==> src/rtl/ncl_const_add_stage.sv <==
// Clocked dual-rail stage: adds a compile-time constant to a NCL operand and
// returns the dual-rail sum and carry-out under the four-phase DATA/NULL protocol.
module ncl_const_add_stage #(
  parameter int WIDTH = 8,
  parameter int CONST = 1,
  parameter int CNT_W = 16
) (
  input  logic                 clk,
  input  logic                 init_n,
  input  logic [2*WIDTH-1:0]   a_in,
  output logic                 a_comp,
  output logic [2*WIDTH-1:0]   sum,
  output logic [1:0]           carryout,
  input  logic                 sum_comp,
  output logic                 err,
  output logic [CNT_W-1:0]     tok_cnt
);

  typedef enum logic {
    NULL_OUT = 1'b0,
    DATA_OUT = 1'b1
  } state_e;

  // Constant reduced modulo 2^WIDTH, zero-extended by one bit for the carry.
  localparam logic [WIDTH-1:0] CONST_M   = CONST[WIDTH-1:0];
  localparam logic [WIDTH:0]   CONST_EXT = {1'b0, CONST_M};

  state_e               state_q, state_d;
  logic [2*WIDTH-1:0]   sum_q, sum_d;
  logic [1:0]           carry_q, carry_d;
  logic                 a_comp_q, a_comp_d;
  logic                 err_q, err_d;
  logic [CNT_W-1:0]     tok_cnt_q, tok_cnt_d;

  logic                 in_complete;
  logic                 in_null;
  logic                 in_illegal;
  logic [WIDTH-1:0]     a_val;
  logic [WIDTH:0]       add_v;
  logic [2*WIDTH-1:0]   sum_data;
  logic [1:0]           carry_data;

  // Per-cycle classification of the incoming wavefront and decode of its value.
  // NOTE: every always_comb output gets a default first so no path leaves it unassigned (no latch).
  always_comb begin
    in_complete = 1'b1;
    in_null     = 1'b1;
    in_illegal  = 1'b0;
    a_val       = '0;
    for (int i = 0; i < WIDTH; i++) begin
      a_val[i] = a_in[2*i+1];
      if (a_in[2*i+1] || a_in[2*i]) begin
        in_null = 1'b0;
      end else begin
        in_complete = 1'b0;
      end
      if (a_in[2*i+1] && a_in[2*i]) begin
        in_illegal  = 1'b1;
        in_complete = 1'b0;
      end
    end
  end

  // Arithmetic and dual-rail encoding of the candidate DATA codeword.
  always_comb begin
    add_v    = {1'b0, a_val} + CONST_EXT;
    sum_data = '0;
    for (int i = 0; i < WIDTH; i++) begin
      sum_data[2*i+1] = add_v[i];
      sum_data[2*i]   = ~add_v[i];
    end
    carry_data = {add_v[WIDTH], ~add_v[WIDTH]};
  end

  // Next-state logic. Anything not matching a transition rule holds the stage.
  always_comb begin
    state_d   = state_q;
    sum_d     = sum_q;
    carry_d   = carry_q;
    a_comp_d  = a_comp_q;
    err_d     = err_q | in_illegal;
    tok_cnt_d = tok_cnt_q;
    unique case (state_q)
      NULL_OUT: begin
        if (in_complete && !in_illegal && !sum_comp) begin
          state_d   = DATA_OUT;
          sum_d     = sum_data;
          carry_d   = carry_data;
          a_comp_d  = 1'b1;
          tok_cnt_d = tok_cnt_q + CNT_W'(1);
        end
      end
      DATA_OUT: begin
        if (in_null && sum_comp) begin
          state_d  = NULL_OUT;
          sum_d    = '0;
          carry_d  = '0;
          a_comp_d = 1'b0;
        end
      end
    endcase
  end

  // NOTE: sequential state uses non-blocking assignments only; reset is asynchronous so a
  // mid-DATA reset drops the outputs to NULL without waiting for a clock edge.
  always_ff @(posedge clk or negedge init_n) begin
    if (!init_n) begin
      state_q   <= NULL_OUT;
      sum_q     <= '0;
      carry_q   <= '0;
      a_comp_q  <= 1'b0;
      err_q     <= 1'b0;
      tok_cnt_q <= '0;
    end else begin
      state_q   <= state_d;
      sum_q     <= sum_d;
      carry_q   <= carry_d;
      a_comp_q  <= a_comp_d;
      err_q     <= err_d;
      tok_cnt_q <= tok_cnt_d;
    end
  end

  assign a_comp   = a_comp_q;
  assign sum      = sum_q;
  assign carryout = carry_q;
  assign err      = err_q;
  assign tok_cnt  = tok_cnt_q;

endmodule

==> config.mk <==
export PLATFORM = sky130hd
export DESIGN_NAME = ncl_const_add_stage
export DESIGN_NICKNAME = d
export VERILOG_FILES = /design/src/rtl/ncl_const_add_stage.sv
export SDC_FILE = /design/constraint.sdc
export NUM_CORES = 1
export LEC_CHECK = 0
export CAP_MARGIN = 10
export CELL_PAD_IN_SITES_DETAIL_PLACEMENT = 0
export CELL_PAD_IN_SITES_GLOBAL_PLACEMENT = 1
export CORE_ASPECT_RATIO = 1.25
export CORE_UTILIZATION = 38
export CTS_CLUSTER_DIAMETER = 120
export DETAILED_ROUTE_END_ITERATION = 8
export PLACE_DENSITY = 0.92
export SLEW_MARGIN = 20
export SYNTH_ARGS = -nofsm -noshare
export SYNTH_HDL_FRONTEND = slang
export SYNTH_SLANG_ARGS = --single-unit
==> constraint.sdc <==
create_clock -name clk -period 2.7 [get_ports clk]
set_input_delay 0.81 -clock clk [delete_from_list [all_inputs] [get_ports clk]]
set_output_delay 0.81 -clock clk [all_outputs]
set_load 0.01 [all_outputs]
* Word-level counts from Yosys, hierarchy flattened
Index checks and enable logic that the tools add are counted.
** Storage, ports and cells
- Flip-flop bits (word level) :: 37
- Bits of input ports :: 19
- Output and inout bits :: 36
** Operators by class
- Add/sub/neg operators :: 2
- Equality and inequality tests :: 2
- Mux-type cells :: 44
- Bitwise operators :: 11
- Reduce and logical (&&, ||, !) cells :: 23
** Operators by type and width (number)
- 1-bit 2-to-1 mux :: 36
- 16-bit 2-to-1 mux :: 2
- 16-bit case mux with 2 select lines :: 1
- 16-bit by 1-bit adder with 16-bit output, second input constant :: 1
- 1-bit logical AND :: 11
- 1-bit NOT :: 10
- 8-bit by 1-bit adder with 9-bit output, second input constant :: 1
- 1-bit logical OR :: 8
- 2-bit 2-to-1 mux :: 2
- 1-bit case mux with 2 select lines :: 2
- 2-bit case mux with 2 select lines :: 1
- 2-bit AND reduction :: 2
- 1-bit zero test :: 2
- 2-bit by 1-bit != test with 1-bit output, second input constant :: 1
- 2-bit != test, second input constant :: 1
- 1-bit bitwise OR :: 1

* Logic depth before layout (Yosys ltp)
- Depth after elaboration :: 21
- Mapped depth :: 10
- Mapped depth without buffers :: 7

* Worst setup path before layout
Ideal clock, no wire load.
- Kind :: input to register
- Start point :: input a_in[1]
- End point :: register sum_q[0], in the netlist sum[0]
- Library setup time :: 133 ps
- Arrival :: 2334 ps
- Data required time :: 2567 ps
- Path slack :: 234 ps
- Stages :: 10
- Path buffers :: 3
- Cell sequence :: inv_1 > ha_1 > nor3b_1 > nand4_1 > or4_1 > buf_2 > buf_6 > buf_2 > nand3_1 > o21ai_0
** On the way
- Longest elaborated chain between the ends :: 21
- Elaborated cells on any way between the ends :: 45
- Those cells by class :: add/sub (1); eq/ne (2); mux (34); bitwise (1); reduce/logical (7)
** RTL lines
- start, declared :: RTL line 10 : input logic [2*WIDTH-1:0] a_in,
- 1-bit logical OR :: RTL line 52 : if (a_in[2*i+1] || a_in[2*i]) begin
- 1-bit 2-to-1 mux :: RTL line 52
- 1-bit 2-to-1 mux :: RTL line 57 : if (a_in[2*i+1] && a_in[2*i]) begin
- 1-bit 2-to-1 mux :: RTL line 52
- 1-bit 2-to-1 mux :: RTL line 57
- 1-bit 2-to-1 mux :: RTL line 52
- 1-bit 2-to-1 mux :: RTL line 57
- 1-bit 2-to-1 mux :: RTL line 52
- [... 4 more ...]
- 1-bit 2-to-1 mux :: RTL line 57
- 1-bit 2-to-1 mux :: RTL line 52
- 1-bit 2-to-1 mux :: RTL line 57
- 1-bit 2-to-1 mux :: RTL line 52
- 1-bit 2-to-1 mux :: RTL line 57
- 1-bit logical AND (2 in series) :: RTL line 85 : if (in_complete && !in_illegal && !sum_comp) begin
- 2-bit != test (no source line)
- 2-bit AND reduction (no source line)
- end signal, assigned :: RTL line 116 : sum_q <= sum_d;
- end, declared :: RTL line 29 : logic [2*WIDTH-1:0] sum_q, sum_d;
Several ways; a longest one is shown, not always the timed one. The select of a mux whose other input is x is not followed.
A chain may end at the register's enable or synchronous reset.

* Final worst setup path
- Start point :: input a_in[15]
- End point :: register tok_cnt_q[14], in the netlist tok_cnt[14]
** On the way
- Longest elaborated chain between the ends :: 6
- Elaborated cells on any way between the ends :: 9
- Those cells by class :: mux (3); reduce/logical (6)
** RTL lines
- 1-bit logical OR / 1-bit logical AND (equally long branches) :: RTL line 52, 57
- 1-bit 2-to-1 mux, on equally long branches :: RTL line 52, 57
- 1-bit 2-to-1 mux / 1-bit zero test (equally long branches) :: RTL line 57, 85
- 1-bit logical AND * (2 in series) :: RTL line 85
- 2-bit AND reduction (no source line) *
- end signal, assigned :: RTL line 120 : tok_cnt_q <= tok_cnt_d;
- end, declared :: RTL line 33 : logic [CNT_W-1:0] tok_cnt_q, tok_cnt_d;
Every way passes the cells marked *; elsewhere a longest branch is shown, timed or not.

==> flow_summary_export.csv <==
group,metric,value,unit
min_path,whs_path_depth,1,
layout,drive_gt1_share,20.4,%
worst_setup_path,startpoint_type,"input port",
clock_tree,cts-root-buf,"clkbuf_8",
floorplanning,start_util,40.7,%
clock_tree,h-tree-depth,2,
route,drt_iter0_drc,46,
clock_tree,insertion_delay,0.28,ns
route,dr_total_vias,1607,
logic_synthesis,syn_area,1830,µm²
route,viasPerCell,5.05,
place,hpwlAfterDp,3090,µm
layout,seq_area,926,µm²
sta,skew,0.00335,ns
worst_setup_path,ff2ff_path_depth,6,
worst_setup_path,crit_chain,"clkdlybuf4s50_1, a22oi_2, nand4_1, or4_4, buf_8, nor4_2, xor2_1",
logic_synthesis,synth_seq_area_share,50.7,%
worst_setup_path,path_max_fanout,6,
worst_setup_path,cp_slowest_cell,"or4_4",
place,placed_area,2570,µm²
clock_tree,cts_buffer_depth,2,
sta,period_share,95.5,%
worst_setup_path,cp-end-kind,"register",
floorplanning,core_area,4490,µm²
outcome,status,"finished clean",
sta,maxClockFrequency,0.388,GHz
logic_synthesis,yosysTopAreaCellShare,50.7,%
run,max_cap_viol_count,0,
clock_tree,cts_tree,"done",
power,total_power,1.07,mW
logic_synthesis,syn-num-nets,203,
worst_setup_path,worstPathRequired,2.91,ns
worst_setup_path,critical_path_class,"in2reg",
grt,grt_usage,18.6,%
floorplanning,ios,55,
logic_synthesis,syn_area_per_cell,10.1,µm²
route,routed_wl,4250,µm
layout,design_area,2770,µm²
floorplanning,die_w,64.0,µm
sta,fin_ws,0.122,ns
floorplanning,dieHeight,79.5,µm
clock_tree,clock-sinks,37,
power,ir_drop,0.235,mV
grt,grt_pass1_wl,7200,µm
place,gp_congestion,0.860,
sta,worst_pin_slew,0.800,ns
layout,final_util,61.7,%
clock_tree,path_clk_slew,0.07,ns
sta,hold_violations,0,
sta,final.setup.tns,0,ns
layout,nNetsFinal,282,
logic_synthesis,ys_types,29,
worst_setup_path,cp.arrival,2.79,ns
route,drc,0,
grt,grt_max_degree,38,
layout,multi_input_area,872,µm²
layout,syn_to_final_growth,51.8,%
logic_synthesis,yosys_warnings,0,
sta,fin_crit,2.58,ns
grt,antenna_found_initial,0,
route,drtPass1Iterations,4,
floorplanning,rows,27,
logic_synthesis,ys_top_cells_by_area,"dfrtp_1, xor2_1, nand3_1",
route,drt-wirelength-per-cell,13.4,µm
power,p_per_area,384,nW/µm²
power,leakage,1.35,nW
sta,drv_slew,0,
logic_synthesis,syn-instance-count,180,
grt,grt_pass1_vias,1563,
place,pre_cts_ws,-0.486,ns
floorplanning,fp.dieArea,5090,µm²
logic_synthesis,synth_edf_count,0,
logic_synthesis,yosys.area.top_type,"dfrtp_1",
sta,setup_viol,0,
grt,grt_overflow,0,
logic_synthesis,async_reset_ff_share,100,%
layout,final_cell_mix,"clkdlybuf4s50_1, dfrtp_1, nand3_1",
layout,diodes,0,
route,ant_nets,0,
logic_synthesis,synthFlopType,"dfrtp_1",
place,port_buffers,54,
sta,rsz0062_at_grt,"no",
layout,layout_commonest_cell,"clkdlybuf4s50_1",
layout,fill_cells,391,
clock_tree,cts_buffers,5,
logic_synthesis,ys_seq_elements,37,
worst_setup_path,crit_path_max_incr_delay,0.59,ns
sta,relSlewSlack,46.7,%
min_path,min-delay-path-class,"reg2reg",
## synth_stat cells (2+ instances only)
cell      instances
nand2_1          13
dfrtp_1          37
nor4_1            8
ha_1              4
nor2_1            8
o21ai_0          12
nor2b_1           2
nor3_2            2
xor2_1           16
and3_1            2
inv_1             7
buf_6             3
xnor2_1           6
clkbuf_1          3
nand4_1           5
nand3_1          27
a31o_2            2
buf_2             3
o22a_1            2
nor3_1            3
a22oi_2           3
nand2b_1          5
## cells by family after synthesis
family | count (synthesis) | share of synthesized area [%]
DFF | 37 | 50.7
adders and majority gates | 4 | 2.74
AOI/OAI and AO/OA | 21 | 7.88
xor gates and xnor gates | 22 | 10.5
and+or+nand+nor | 79 | 22.8
muxes | 1 | 0.616
buffers and inverters | 16 | 4.73
## area by class of cell
| cell class | instances | area share [%] |
|---|---|---|
| inverter | 7 | 0.947 |
| clock buffer | 7 | 3.47 |
| timing repair buffer | 81 | 28.0 |
| multi-input combinational | 127 | 31.4 |
| sequential | 37 | 33.4 |
| tap | 58 | 2.62 |
| clock inverter | 1 | 0.180 |
## flip-flops by register name, indices dropped and copies added, names as in the netlist
register,cells
tok_cnt,16
sum,16
carryout,2
err,1
a_comp,1
state_q,1
## metal layers
| layer | GRT usage, % | up-vias | part of all wire (%) |
|---|---|---|---|
| li1 | - | 787 | - |
| met1 | 21.6 | 761 | 42 |
| met2 | 33.1 | 51 | 52 |
| met3 | 4.57 | 8 | 4.4 |
| met4 | 6.36 | 0 | 1.6 |
| met5 | 0 | - | 0 |
## critical path, delay by kind of cell
| kind | cells | cell delay (ns) |
|---|---|---|
| compound gates | 1 | 0.16 |
| xor+xnor | 1 | 0.17 |
| buf+inv | 2 | 0.60 |
| simple gates | 3 | 1.04 |
## power by group
group          internal (mW)  switching [mW]
combinational         0.0533          0.0456
clock                  0.230           0.180
sequential             0.555        0.000987
total                  0.839           0.226
## through the flow
step | hold slack, ns | cells
after floorplan | 0.504 | 180
after global placement | 0.459 | 308
after detailed placement | 0.454 | 308
after CTS | 0.481 | 318
after global routing | 0.496 | 318
final | 0.479 | 318
## final timing paths
kind / start / end / slack, ns
worst max-delay path: a_in[15] / tok_cnt[14] / 0.12
worst min-delay path: tok_cnt[15] / tok_cnt[15] / 0.48
worst max register to register: state_q / tok_cnt[14] / 0.83
worst min register to register: tok_cnt[15] / tok_cnt[15] / 0.48
max in group asynchronous: init_n / state_q / 1.58
min in group asynchronous: init_n / tok_cnt[12] / 0.61
## timing repair
action	CTS	global route
cloned	1	0
endpoints found under the hold margin	0	0
pin swaps	7	4
buffers inserted	1	0
setup endpoints to repair	33	9
hold buffers	0	0
gates resized for setup	14	9
Power figures use the tool's default switching activity.
